--- src/rtl/snn_pkg.sv ---
// rtl/snn_pkg.sv - shared constants and FSM encoding for the readout voter
// Contents: voter_state_t FSM encoding, default NUM_CLASSES/WIDTH_P/WINDOW/MIN_VALUE
package snn_pkg;

   localparam int NUM_CLASSES_D = 10;
   localparam int WIDTH_D       = 8;
   localparam int WINDOW_D      = 16;
   localparam int MIN_VALUE_D   = 1;

   typedef enum logic [1:0] {
      ST_IDLE    = 2'd0,
      ST_COLLECT = 2'd1,
      ST_DECIDE  = 2'd2,
      ST_REPORT  = 2'd3
   } voter_state_t;

endpackage

--- src/rtl/vote_counter.sv ---
// rtl/vote_counter.sv - saturating per-class vote counter
// Ports: clk_i clock, rst_i sync active-high reset, clr_i sync clear,
//        inc_i increment enable, count_o current count (sticks at all-ones)
module vote_counter #(
   parameter int CW = 5
) (
   input  logic          clk_i,
   input  logic          rst_i,
   input  logic          clr_i,
   input  logic          inc_i,
   output logic [CW-1:0] count_o
);

   always_ff @(posedge clk_i) begin
      if (rst_i || clr_i) begin
         count_o <= '0;
      end else if (inc_i && (count_o != '1)) begin
         count_o <= count_o + CW'(1);
      end
   end

endmodule

--- src/rtl/readout_voter.sv ---
// rtl/readout_voter.sv - majority voter over a window of argmax readout samples
// Ports: clk_i clock, rst_i sync active-high reset, start_i window start pulse,
//        idx_i/val_i argmax class and value per cycle, busy_o not idle,
//        result_valid_o/result_ready_i result handshake, class_o decided class
//        (all-ones when no votes), votes_o vote count of class_o
module readout_voter
   import snn_pkg::*;
#(
   parameter int NUM_CLASSES = NUM_CLASSES_D,
   parameter int WIDTH_P     = WIDTH_D,
   parameter int WINDOW      = WINDOW_D,
   parameter int MIN_VALUE   = MIN_VALUE_D
) (
   input  logic               clk_i,
   input  logic               rst_i,
   input  logic               start_i,
   input  logic [WIDTH_P-1:0] idx_i,
   input  logic [WIDTH_P-1:0] val_i,
   output logic               busy_o,
   output logic               result_valid_o,
   input  logic               result_ready_i,
   output logic [WIDTH_P-1:0] class_o,
   output logic [WIDTH_P-1:0] votes_o
);

   localparam int CW = $clog2(WINDOW + 1);
   localparam int SW = $clog2(NUM_CLASSES + 1);

   voter_state_t     state_q, state_d;
   logic [7:0]       samp_q;
   logic [SW-1:0]    scan_q;
   logic [SW-1:0]    best_idx_q;
   logic [CW-1:0]    best_cnt_q;
   logic [CW-1:0]    cur_cnt;
   logic [CW-1:0]    cnt [NUM_CLASSES];
   logic [NUM_CLASSES-1:0] inc;
   logic             vote_ok;
   logic             clr;
   logic             collect_done;
   logic             scan_done;

   // Out-of-range indices never match any counter, so they drop out naturally.
   assign vote_ok = (state_q == ST_COLLECT) && (val_i >= WIDTH_P'(MIN_VALUE));
   assign clr     = (state_q == ST_REPORT) && result_ready_i;

   genvar c;
   generate
      for (c = 0; c < NUM_CLASSES; c++) begin : g_cnt
         assign inc[c] = vote_ok && (idx_i == WIDTH_P'(c));
         vote_counter #(.CW(CW)) u_vote_counter (
            .clk_i   (clk_i),
            .rst_i   (rst_i),
            .clr_i   (clr),
            .inc_i   (inc[c]),
            .count_o (cnt[c])
         );
      end
   endgenerate

   // Scan mux; scan_q == NUM_CLASSES is the finalize step and selects nothing.
   always_comb begin
      cur_cnt = '0;
      for (int i = 0; i < NUM_CLASSES; i++) begin
         if (scan_q == SW'(i)) cur_cnt = cnt[i];
      end
   end

   assign collect_done = (samp_q == 8'(WINDOW - 1));
   assign scan_done    = (scan_q == SW'(NUM_CLASSES));

   always_ff @(posedge clk_i) begin
      if (rst_i) state_q <= ST_IDLE;
      else       state_q <= state_d;
   end

   always_comb begin
      state_d = state_q;
      case (state_q)
         ST_IDLE:    if (start_i)        state_d = ST_COLLECT;
         ST_COLLECT: if (collect_done)   state_d = ST_DECIDE;
         ST_DECIDE:  if (scan_done)      state_d = ST_REPORT;
         ST_REPORT:  if (result_ready_i) state_d = ST_IDLE;
         default:                        state_d = ST_IDLE;
      endcase
   end

   // Outputs come straight from registers: no input-to-output paths.
   assign busy_o         = (state_q != ST_IDLE);
   assign result_valid_o = (state_q == ST_REPORT);

   always_ff @(posedge clk_i) begin
      if (rst_i) begin
         samp_q     <= '0;
         scan_q     <= '0;
         best_idx_q <= '0;
         best_cnt_q <= '0;
         class_o    <= '0;
         votes_o    <= '0;
      end else begin
         case (state_q)
            ST_IDLE: begin
               samp_q <= '0;
            end
            ST_COLLECT: begin
               samp_q <= samp_q + 8'd1;
               if (collect_done) begin
                  scan_q     <= '0;
                  best_idx_q <= '0;
                  best_cnt_q <= '0;
               end
            end
            ST_DECIDE: begin
               if (!scan_done) begin
                  // Strictly greater keeps the earliest (lowest) index on ties.
                  if (cur_cnt > best_cnt_q) begin
                     best_cnt_q <= cur_cnt;
                     best_idx_q <= scan_q;
                  end
                  scan_q <= scan_q + SW'(1);
               end else begin
                  class_o <= (best_cnt_q == '0) ? '1 : WIDTH_P'(best_idx_q);
                  votes_o <= WIDTH_P'(best_cnt_q);
               end
            end
            ST_REPORT: begin
               if (result_ready_i) begin
                  best_idx_q <= '0;
                  best_cnt_q <= '0;
               end
            end
            default: begin
               samp_q <= '0;
            end
         endcase
      end
   end

endmodule

--- config.mk ---
export PLATFORM = sky130hd
export DESIGN_NAME = readout_voter
export DESIGN_NICKNAME = d
export VERILOG_FILES = /design/src/rtl/snn_pkg.sv /design/src/rtl/vote_counter.sv /design/src/rtl/readout_voter.sv
export SDC_FILE = /design/constraint.sdc
export NUM_CORES = 1
export LEC_CHECK = 0
export ABC_AREA = 1
export BUFFER_PORTS_ARGS = -buffer_cell sky130_fd_sc_hd__buf_4
export CAP_MARGIN = 20
export CELL_PAD_IN_SITES_DETAIL_PLACEMENT = 0
export CELL_PAD_IN_SITES_GLOBAL_PLACEMENT = 2
export CORE_MARGIN = 1.5
export CORE_UTILIZATION = 36
export DETAILED_ROUTE_END_ITERATION = 10
export PLACE_DENSITY = 0.83
export SLEW_MARGIN = 20
export SYNTH_ARGS = -nofsm -noshare
export SYNTH_HDL_FRONTEND = slang
export SYNTH_SLANG_ARGS = --single-unit
export TNS_END_PERCENT = 50
--- constraint.sdc ---
create_clock -name clk_i -period 4.87 [get_ports clk_i]
set_input_delay 0.7305 -clock clk_i [delete_from_list [all_inputs] [get_ports clk_i]]
set_output_delay 0.7305 -clock clk_i [all_outputs]
set_load 0.02 [all_outputs]
==> results of run 1 <==
## registers in the layout (all words and copies together) (netlist names)
signal and flops:
best_idx_q 4, state_q 2, g_cnt.u_vote_counter.count_o 50, scan_q 4, best_cnt_q 5, votes_o 5
class_o 5, samp_q 8
## area by class of cell
type | count | area [µm²] | area share
Sequential cell | 83 | 1660 | 0.307
Inverter | 118 | 443 | 0.0819
Multi-Input combinational cell | 472 | 2500 | 0.462
Clock inverter | 6 | 88.8 | 0.0164
Tap cell | 172 | 215 | 0.0398
Clock buffer | 10 | 239 | 0.0442
Timing Repair Buffer | 35 | 263 | 0.0486
## metal layers
metal | wire [µm] | vias to the layer above
met1 | 5730 | 1939
met2 | 5340 | 62
met3 | 472 | 12
met4 | 156 | 0
met5 | 0 | -
li1 | - | 2302
## stage by stage
step | setup slack (ns) | cells | total power, µW | utilization
3_5_place_dp | 1.58 | 880 | 1060 | 0.401
5_1_grt | 1.24 | 896 | 1900 | 0.427
6_report | 1.57 | 896 | 1790 | 0.427
4_1_cts | 1.56 | 896 | 1810 | 0.427
3_3_place_gp | 1.71 | 880 | 1050 | 0.401
2_1_floorplan | 2.24 | 691 | 962 | -
## cell usage in the layout, fill, tap and decap left out, drive strengths merged, types with 3 or more instances in the layout
cell      n
nand4    11
nor3     23
clkbuf   10
a21oi    58
a31oi     6
nor4      8
nand3    37
inv     116
clkinv    4
nand2   123
dfxtp    83
nor2     76
conb      3
o21ai    72
xor2      6
a21boi    4
buf      35
ha       34
## worst max path at each step
stage	from	slack [ns]	cells after the start	end
2_1_floorplan	scan_q[0]$_SDFFE_PP0P_	2.24	21	best_cnt_q[2]$_SDFFE_PP0P_
3_3_place_gp	scan_q[2]$_SDFFE_PP0P_	1.71	21	best_cnt_q[3]$_SDFFE_PP0P_
3_5_place_dp	scan_q[2]$_SDFFE_PP0P_	1.58	21	best_cnt_q[2]$_SDFFE_PP0P_
4_1_cts	scan_q[2]$_SDFFE_PP0P_	1.56	21	best_cnt_q[2]$_SDFFE_PP0P_
5_1_grt	scan_q[2]$_SDFFE_PP0P_	1.24	21	best_idx_q[3]$_SDFFE_PP0P_
6_report	scan_q[2]$_SDFFE_PP0P_	1.57	21	best_cnt_q[2]$_SDFFE_PP0P_
## where the power goes
group / switching, µW / internal [µW] / total [µW] / leakage (µW)
clock network: 288 / 463 / 751 / 0.000155
registers: 16.4 / 694 / 710 / 0.000669
logic: 230 / 99.6 / 329 / 0.00147
## worst max-delay path, cell delays in order (launching register included)
cell and delay, ns:
dfxtp_1 0.41, nor2_2 0.39, nand2_1 0.27, nand2_1 0.13, clkinv_1 0.06, nand2_1 0.06, nand2_1 0.07, nand2_1 0.06
nand2_1 0.05, nand2_1 0.05, nand2_1 0.06, nand2_1 0.08, a21boi_0 0.10, ha_1 0.33, nand4_1 0.11, o221ai_1 0.14
o21ai_0 0.12, nand2_1 0.08, nand2_2 0.15, nor2_4 0.24, nand3_1 0.13, a21oi_1 0.13
## cell families after synthesis
family	share of synthesized area
other cells	0.000799
fa+ha+maj	0.0906
flops	0.354
buf+inv	0.116
simple gates	0.267
xor+xnor	0.0112
compound gates	0.160
==> summary.md, run 1 <==
| Metric | Value |
|---|---|
| Status | `complete, no violations` |
| Post-synthesis sequential element count | `83` |
| Setup TNS | `0 ns` |
| Relative slew slack | `0.640` |
| WHS Endpoint | `class_o[1]$_SDFFE_PP0P_` |
| Global Route met1 Usage | `0.235` |
| Vias after detailed routing | `4315` |
| Remaining Overflow, GRT | `0` |
| CTS buffer count | `9` |
| Antenna diode count | `0` |
| Worst Setup Start Kind | `flip-flop` |
| Number of DRC markers in iteration 0 | `311` |
| MaxCap Viol Count | `0` |
| Die W | `117 µm` |
| Later-pin clock latency in the skew report | `0.35 ns` |
| GR peak layer | `met2` |
| Min-delay src | `best_idx_q[1]$_SDFFE_PP0P_` |
| Initial antenna violation count | `0` |
| Reg2reg path depth | `21` |
| Area share of the largest cell type after synthesis | `0.354` |
| First-pass GRT wire length | `19.0 mm` |
| Mean number of vias per cell | `4.82` |
| GPL Wtd Cong | `approximately 0.85` |
| Worst Setup End Kind | `flip-flop` |
| Worst Path Arrival | `between 3 and 4 ns` |
| Initial core utilization | `0.370` |
| Min Hold Slack | `0.460 ns` |
| Yosys top cell by area | `dfxtp_1` |
| Final Cycle Share | `0.677` |
| Detailed Place HPWL | `8.98 mm` |
| VDD IR max | `between 0.15 and 0.2 mV` |
| Cell variety after synth | `35` |
| Post-cts hold buffer count | `0` |
| CTS root buf | `clkbuf_16` |
| Design area | `0.00541 mm²` |
| Final Hold Vio Count | `0` |
| Endpoints failing setup | `0` |
| Die area | `about 0.014 mm²` |
| Gate count of the mapped netlist | `689` |
| Worst-path fanout max | `11` |
| FFs w/ async S/R, synth | `0` |
| WP data required | `between 5 and 6 ns` |
| # nets final | `773` |
| Layout fillers | `1369` |
| Register-to-register setup slack | `1.57 ns` |
| Worst Hold Class | `reg -> reg` |
| I/O Buffers | `34` |
| Area contributors post-synth | `dfxtp_1, nand2_1, ha_1` |
| H-tree levels | `3` |
| Core Area | `approximately 0.013 mm²` |
| Post-CTS Setup Inserts | `0` |
| TritonCTS clock tree | `done` |
| DRC | `0` |
| Synth Cell Area | `0.00469 mm²` |
| P_leak | `0.00230 µW` |
| Detailed Route WL | `11.7 mm` |
| Vias in the first global route | `3930` |
| Avg Inst Size Synth | `6.81 µm²` |
| Gr usage total | `0.180` |
| DR WL/cell | `approximately 13 µm` |
| Slew Viols, Final | `0` |
| Post-synth EDFFs | `0` |
| Power Density | `331 mW/mm²` |
| Post-place instance area | `0.00508 mm²` |
| Hold Path Stages | `2` |
| First drt pass iteration count | `4` |
| Fmax | `about 300 MHz` |
| Worst-Margin Slew | `0.540 ns` |
| Synth cell count leaders | `nand2_1, inv_1, dfxtp_1` |
| Count leader, synth | `nand2_1` |
| Tmin final | `3.30 ns` |
| Reg-to-reg critical path endpoint | `best_cnt_q[2]$_SDFFE_PP0P_` |
| M3 GR Usage | `0.0463` |
| Setup Crit Path Kind | `reg -> reg` |
| Largest net degree at the start of global routing | `41` |
| Area Overhead vs Synth | `15.2%` |
| Synth warn | `0` |
| Worst R2R Start | `scan_q[2]$_SDFFE_PP0P_` |
| Fin Clk Skew | `0.00715 ns` |
| I/O pin count | `38` |
| Sequential-to-total area share from yosys stat | `0.354` |
| TritonCTS sink count | `83` |
| Die H | `approximately 120 µm` |
| Layout cells sized above 1 | `0.0953` |
| Ys flop type | `dfxtp_1` |
| Met2 Use GR | `0.293` |
| DRT antenna net count | `0` |
| RSZ-0062 raised after global routing | `no` |
| Post_cts resized | `0` |
| Clk buf depth | `2` |
| Row cnt | `41` |
| Clock slew at reported path FFs | `0.06 ns` |
No activity file was read; power rests on OpenSTA's default activity.
==> run 2, diff against run 1 <==
--- a/config.mk
+++ b/config.mk
@@ -11,9 +11,9 @@
 export CELL_PAD_IN_SITES_DETAIL_PLACEMENT = 0
 export CELL_PAD_IN_SITES_GLOBAL_PLACEMENT = 2
 export CORE_MARGIN = 1.5
-export CORE_UTILIZATION = 36
+export CORE_UTILIZATION = 34
 export DETAILED_ROUTE_END_ITERATION = 10
-export PLACE_DENSITY = 0.83
+export PLACE_DENSITY = 0.79
 export SLEW_MARGIN = 20
 export SYNTH_ARGS = -nofsm -noshare
 export SYNTH_HDL_FRONTEND = slang
==> constraint.sdc (replaced) <==
create_clock -name clk_i -period 3.15 [get_ports clk_i]
set_input_delay 0.4725 -clock clk_i [delete_from_list [all_inputs] [get_ports clk_i]]
set_output_delay 0.4725 -clock clk_i [all_outputs]
set_load 0.02 [all_outputs]
==> run 2 against run 1 <==
Clock-buffer cell count is the same. Clock power up 52%. First-iteration DRC count shrank 18%. Die area rose by 5.7%. Sequential power grew 54%. Critical endpoint is now best_cnt_q[4]$_SDFFE_PP0P_. Largest power group unchanged. Highest routed layer unchanged.
==> summary.md, run 2 (synthesized netlist as in run 1, its figures left out) <==
| Metric | Value |
|---|---|
| I/O Buffers | `34 (unchanged)` |
| Remaining Overflow, GRT | `0 (unchanged)` |
| # nets final | `784 (was 773)` |
| Worst Setup Start Kind | `flip-flop (unchanged)` |
| Slew Viols, Final | `0 (unchanged)` |
| TritonCTS clock tree | `done (unchanged)` |
| Post-cts hold buffer count | `0 (unchanged)` |
| First drt pass iteration count | `5 (was 4)` |
| Tmin final | `2.92 ns (was 3.30 ns)` |
| P_leak | `0.00236 µW (was 0.00230 µW)` |
| Worst Path Arrival | `3.20 ns (was 3.57 ns)` |
| Worst-path fanout max | `6 (was 11)` |
| Reg-to-reg critical path endpoint | `best_cnt_q[4]$_SDFFE_PP0P_ (was best_cnt_q[2]$_SDFFE_PP0P_)` |
| Status | `complete, no violations (unchanged)` |
| Die W | `120 µm (was 117 µm)` |
| Gr usage total | `0.174 (was 0.180)` |
| Worst-Margin Slew | `0.493 ns (was 0.540 ns)` |
| Fmax | `343 MHz (was 303 MHz)` |
| Clock slew at reported path FFs | `0.06 ns (about the same)` |
| Top reg by flops | `g_cnt.u_vote_counter.count_o (unchanged)` |
| CTS root buf | `clkbuf_16 (unchanged)` |
| Power Density | `511 mW/mm² (was 331 mW/mm²)` |
| Clk buf depth | `2 (unchanged)` |
| Vias after detailed routing | `4425 (was 4315)` |
| Die area | `0.0145 mm² (was 0.0137 mm²)` |
| I/O pin count | `38 (unchanged)` |
| Endpoints failing setup | `0 (unchanged)` |
| Initial antenna violation count | `0 (unchanged)` |
| Min Hold Slack | `0.439 ns (was 0.460 ns)` |
| Detailed Route WL | `12.0 mm (was 11.7 mm)` |
| Mean number of vias per cell | `4.86 (was 4.82)` |
| CTS buffer count | `9 (unchanged)` |
| Row cnt | `42 (was 41)` |
| Worst R2R Start | `scan_q[0]$_SDFFE_PP0P_ (was scan_q[2]$_SDFFE_PP0P_)` |
| Final Hold Vio Count | `0 (unchanged)` |
| First-pass GRT wire length | `19.8 mm (was 19.0 mm)` |
| TritonCTS sink count | `83 (unchanged)` |
| Later-pin clock latency in the skew report | `0.35 ns (about the same)` |
| GPL Wtd Cong | `0.855 (was 0.851)` |
| CP startpoint | `scan_q[0]$_SDFFE_PP0P_ (was scan_q[2]$_SDFFE_PP0P_)` |
| Fin Clk Skew | `0.00759 ns (was 0.00715 ns)` |
| Biggest regs | `g_cnt.u_vote_counter.count_o x50, samp_q x8 (unchanged)` |
| Worst Setup End Kind | `flip-flop (unchanged)` |
| Vias in the first global route | `4073 (was 3930)` |
| Post-place instance area | `0.00516 mm² (was 0.00508 mm²)` |
| Antenna diode count | `0 (unchanged)` |
| Core Area | `0.0133 mm² (was 0.0127 mm²)` |
| H-tree levels | `3 (unchanged)` |
| Final Cycle Share | `0.925 (was 0.677)` |
| Max reg flops | `50 (unchanged)` |
| Worst Hold Class | `in -> reg (was reg -> reg)` |
| DRC | `0 (unchanged)` |
| VDD IR max | `0.205 mV (was 0.184 mV)` |
| Register-to-register setup slack | `0.23 ns (was 1.57 ns)` |
| Detailed Place HPWL | `9.23 mm (was 8.98 mm)` |
| Initial core utilization | `0.352 (was 0.370)` |
| Design area | `0.00558 mm² (was 0.00541 mm²)` |
| Die H | `120 µm (was 117 µm)` |
| Critical path endpoint | `best_cnt_q[4]$_SDFFE_PP0P_ (was best_cnt_q[2]$_SDFFE_PP0P_)` |
| Commonest non-fill, non-tap cell in the layout | `nand2_1 (unchanged)` |
| Largest net degree at the start of global routing | `24 (was 41)` |
| Layout cells sized above 1 | `0.124 (was 0.0953)` |
| Relative slew slack | `0.670 (was 0.640)` |
| DRT antenna net count | `0 (unchanged)` |
| Reg2reg path depth | `22 (was 21)` |
| WP data required | `3.43 ns (was 5.15 ns)` |
| DR WL/cell | `13.2 µm (was 13.1 µm)` |
| Total chip power | `2850 µW (was 1790 µW)` |
| MaxCap Viol Count | `0 (unchanged)` |
| Commonest non-fill, non-tap cells in the layout | `nand2_1, inv_1, dfxtp_1 (unchanged)` |
| Setup Crit Path Kind | `reg -> reg (unchanged)` |
| Area Overhead vs Synth | `18.9% (was 15.2%)` |
| Number of DRC markers in iteration 0 | `254 (was 311)` |
-- run 2: critical path, stage by stage, from the launching register on --
cell      delay (ns)
dfxtp_1         0.34
buf_4           0.16
ha_4            0.17
inv_2           0.07
buf_4           0.14
nor2_1          0.14
nand2_1         0.07
nand3_1         0.08
nand2_1         0.05
nand3b_1        0.08
nand2_1         0.05
nand2_1         0.05
nand2_1         0.07
a21boi_0        0.17
ha_1            0.17
nand4_1         0.12
o221ai_1        0.15
o21ai_0         0.12
nand2_1         0.08
nand2_2         0.10
nor2_2          0.23
nand3_1         0.10
a21oi_1         0.12
-- run 2: layout make-up --
type,instances,area [µm²]
inverters,118,443
flip-flops and latches,83,1670
multi-input cells,473,2580
fillers,1434,7770
repair buffers,45,354
clock inverters,6,90.1
well taps,176,220
clock buffers,10,229
-- run 2: where the power goes --
part           switching [µW]  total [µW]  internal, µW
logic                     395         614           219
clock network             448        1140           696
registers                21.6        1090          1070
total                     864        2850          1990
-- run 2: how the worst min path moves through the flow --
| stage | start | endpoint | slack, ns | depth (start not counted) |
|---|---|---|---|---|
| 5_1_grt | rst_i | best_idx_q[2]$_SDFFE_PP0P_ | 0.44 | 2 |
| 3_5_place_dp | best_idx_q[0]$_SDFFE_PP0P_ | class_o[0]$_SDFFE_PP0P_ | 0.45 | 2 |
| 2_1_floorplan | best_idx_q[0]$_SDFFE_PP0P_ | class_o[0]$_SDFFE_PP0P_ | 0.43 | 2 |
| 4_1_cts | rst_i | best_idx_q[0]$_SDFFE_PP0P_ | 0.42 | 2 |
| 3_3_place_gp | best_idx_q[0]$_SDFFE_PP0P_ | class_o[0]$_SDFFE_PP0P_ | 0.45 | 2 |
| 6_report | rst_i | scan_q[1]$_SDFFE_PP0P_ | 0.44 | 2 |
-- run 2: what timing repair did --
item                       4_1_cts  5_1_grt
resized for setup                0       21
buffers inserted                 0        1
setup endpoints to repair        0        9
-- run 2: metal layers --
metal	GRT usage	vias up	share of wire
met5	0	-	0
met4	0.0574	0	0.014
met3	0.0401	15	0.036
met2	0.269	67	0.45
met1	0.238	2023	0.50
li1	-	2320	-
-- run 2: stage by stage --
stage / utilization / cells / setup WS, ns / TNS, ns
2_1_floorplan: - / 691 / 0.519 / 0
3_3_place_gp: 0.387 / 893 / 0.166 / 0
3_5_place_dp: 0.387 / 893 / 0.0945 / 0
4_1_cts: 0.411 / 909 / 0.0712 / 0
5_1_grt: 0.418 / 911 / -0.00987 / -0.00987
6_report: 0.418 / 911 / 0.235 / 0
==> run 3, diff against run 2 <==
--- a/config.mk
+++ b/config.mk
@@ -12,6 +12,7 @@
 export CELL_PAD_IN_SITES_GLOBAL_PLACEMENT = 2
 export CORE_MARGIN = 1.5
 export CORE_UTILIZATION = 34
+export CTS_BUF_LIST = sky130_fd_sc_hd__clkbuf_8 sky130_fd_sc_hd__clkbuf_16
 export DETAILED_ROUTE_END_ITERATION = 10
 export PLACE_DENSITY = 0.79
 export SLEW_MARGIN = 20
==> run 3 against run 2 <==
Register-to-register slack barely moved. Utilization did not move. Global-route usage unchanged. Setup slack is essentially flat. Sequential power barely moved.
==> summary.md, run 3 (synthesized netlist as in run 1, its figures left out) <==
| Metric | Value |
|---|---|
| Status | `complete, no violations (unchanged)` |
| Antenna diode count | `0 (unchanged)` |
| GPL Wtd Cong | `0.855 (unchanged)` |
| Initial antenna violation count | `0 (unchanged)` |
| Remaining Overflow, GRT | `0 (unchanged)` |
| TritonCTS sink count | `83 (unchanged)` |
| # nets final | `784 (unchanged)` |
| Top reg by flops | `g_cnt.u_vote_counter.count_o (unchanged)` |
| CTS root buf | `clkbuf_16 (unchanged)` |
| Dpl ws | `0.0945 ns (unchanged)` |
| Final Cycle Share | `0.926 (was 0.925)` |
| Worst Hold Class | `in -> reg (unchanged)` |
| Number of DRC markers in iteration 0 | `254 (unchanged)` |
| Endpoints failing setup | `0 (unchanged)` |
| Post-place instance area | `0.00516 mm² (unchanged)` |
| Fin Clk Skew | `0.00758 ns (was 0.00759 ns)` |
| Layout cells sized above 1 | `0.124 (unchanged)` |
| Clk buf depth | `2 (unchanged)` |
| Area Overhead vs Synth | `18.9% (unchanged)` |
| Largest net degree at the start of global routing | `24 (unchanged)` |
| Clock slew at reported path FFs | `0.06 ns (about the same)` |
| Power Density | `510 mW/mm² (was 511 mW/mm²)` |
| Tmin final | `2.92 ns (about the same)` |
| Vias after detailed routing | `4426 (was 4425)` |
| Die W | `120 µm (unchanged)` |
| Commonest non-fill, non-tap cell in the layout | `nand2_1 (unchanged)` |
| Vias in the first global route | `4073 (unchanged)` |
| Biggest regs | `g_cnt.u_vote_counter.count_o x50, samp_q x8 (unchanged)` |
| CP cell instances | `buf_4 -> ha_4 -> inv_2 -> buf_4 -> nor2_1 -> nand2_1 -> nand3_1 -> nand2_1 -> nand3b_1 -> nand2_1 -> nand2_1 -> nand2_1 -> a21boi_0 -> ha_1 -> nand4_1 -> o221ai_1 -> o21ai_0 -> nand2_1 -> nand2_2 -> nor2_2 -> nand3_1 -> a21oi_1 (unchanged)` |
| CP peak stage delay | `0.34 ns (about the same)` |
| Initial core utilization | `0.352 (unchanged)` |
| Setup Crit Path Kind | `reg -> reg (unchanged)` |
| I/O pin count | `38 (unchanged)` |
| CTS buffer count | `9 (unchanged)` |
| WP data required | `3.43 ns (about the same)` |
| Setup TNS | `0 ns (unchanged)` |
| Min Hold Slack | `0.440 ns (was 0.439 ns)` |
| CP max stage cell | `dfxtp_1 (unchanged)` |
| Worst Setup Start Kind | `flip-flop (unchanged)` |
| H-tree levels | `3 (unchanged)` |
| Die area | `0.0145 mm² (unchanged)` |
| Worst Setup End Kind | `flip-flop (unchanged)` |
| P_leak | `0.00236 µW (about the same)` |
| TritonCTS clock tree | `done (unchanged)` |
| Final Hold Vio Count | `0 (unchanged)` |
| Die H | `120 µm (unchanged)` |
| Row cnt | `42 (unchanged)` |
| First drt pass iteration count | `5 (unchanged)` |
| Most common cell on crit path | `nand2_1 (unchanged)` |
| Layout fillers | `1434 (unchanged)` |
| DRT antenna net count | `0 (unchanged)` |
| Final setup margin | `0.234 ns (was 0.235 ns)` |
| Worst-path fanout max | `6 (unchanged)` |
| Worst Path Arrival | `3.20 ns (about the same)` |
| Post-cts hold buffer count | `0 (unchanged)` |
| DR WL/cell | `13.2 µm (about the same)` |
| Mean number of vias per cell | `4.86 (about the same)` |
| Commonest non-fill, non-tap cells in the layout | `nand2_1, inv_1, dfxtp_1 (unchanged)` |
| Detailed Route WL | `12.1 mm (was 12.0 mm)` |
| VDD IR max | `0.205 mV (about the same)` |
| Max reg flops | `50 (unchanged)` |
| Slew Viols, Final | `0 (unchanged)` |
| Design area | `0.00558 mm² (unchanged)` |
| Detailed Place HPWL | `9.23 mm (unchanged)` |
| First-pass GRT wire length | `19.8 mm (unchanged)` |
| MaxCap Viol Count | `0 (unchanged)` |
| Gr usage total | `0.174 (unchanged)` |
| Later-pin clock latency in the skew report | `0.35 ns (about the same)` |
| DRC | `0 (unchanged)` |
| Core Area | `0.0133 mm² (unchanged)` |
| Fmax | `343 MHz (about the same)` |
| I/O Buffers | `34 (unchanged)` |
## run 3: final cells by class
cell class | instances | area (µm²) | share of cell area
Sequential cell | 83 | 1670 | 0.299
Clock inverter | 7 | 93.8 | 0.0168
Inverter | 118 | 443 | 0.0794
Tap cell | 176 | 220 | 0.0395
Clock buffer | 9 | 225 | 0.0404
Timing Repair Buffer | 45 | 354 | 0.0635
Multi-Input combinational cell | 473 | 2580 | 0.462
## run 3: power breakdown
part	total (µW)	internal (µW)	switching [µW]
sequential	1090	1070	21.6
combinational	614	219	396
clock	1140	693	447
## run 3: metal layers
metal  GRT usage  part of all wire  vias up
met5           0                 0        -
met4      0.0574             0.014        0
met3      0.0401             0.034       15
met2       0.269              0.45       66
met1       0.238              0.50     2027
li1            -                 -     2318
## run 3: final timing paths
path / startpoint / end / slack (ns) / depth (start not counted)
hold / removal: rst_i / scan_q[1]$_SDFFE_PP0P_ / 0.44 / 2
setup / recovery: scan_q[0]$_SDFFE_PP0P_ / best_cnt_q[4]$_SDFFE_PP0P_ / 0.23 / 22
setup reg to reg: scan_q[0]$_SDFFE_PP0P_ / best_cnt_q[4]$_SDFFE_PP0P_ / 0.23 / 22
hold reg to reg: best_idx_q[2]$_SDFFE_PP0P_ / class_o[2]$_SDFFE_PP0P_ / 0.45 / 2
## run 3: repair_timing
item	in CTS	in global routing
hold endpoints to repair	0	0
setup buffers	0	1
resized for setup	0	21
endpoints found under the setup margin	0	9
## run 3: worst max-delay path, delay by kind of cell (launching register included)
kind / cells / cell delay, ns
compound gates: 4 / 0.56
fa+ha+maj: 2 / 0.34
buf+inv: 3 / 0.37
flops: 1 / 0.34
simple gates: 13 / 1.22
## run 3: through the flow
| stage | power (µW) | util | instances |
|---|---|---|---|
| floorplan | 1490 | - | 691 |
| global route | 3010 | 0.418 | 911 |
| finish | 2850 | 0.418 | 911 |
| global placement | 1680 | 0.387 | 893 |
| CTS | 2840 | 0.411 | 909 |
| detailed placement | 1690 | 0.387 | 893 |
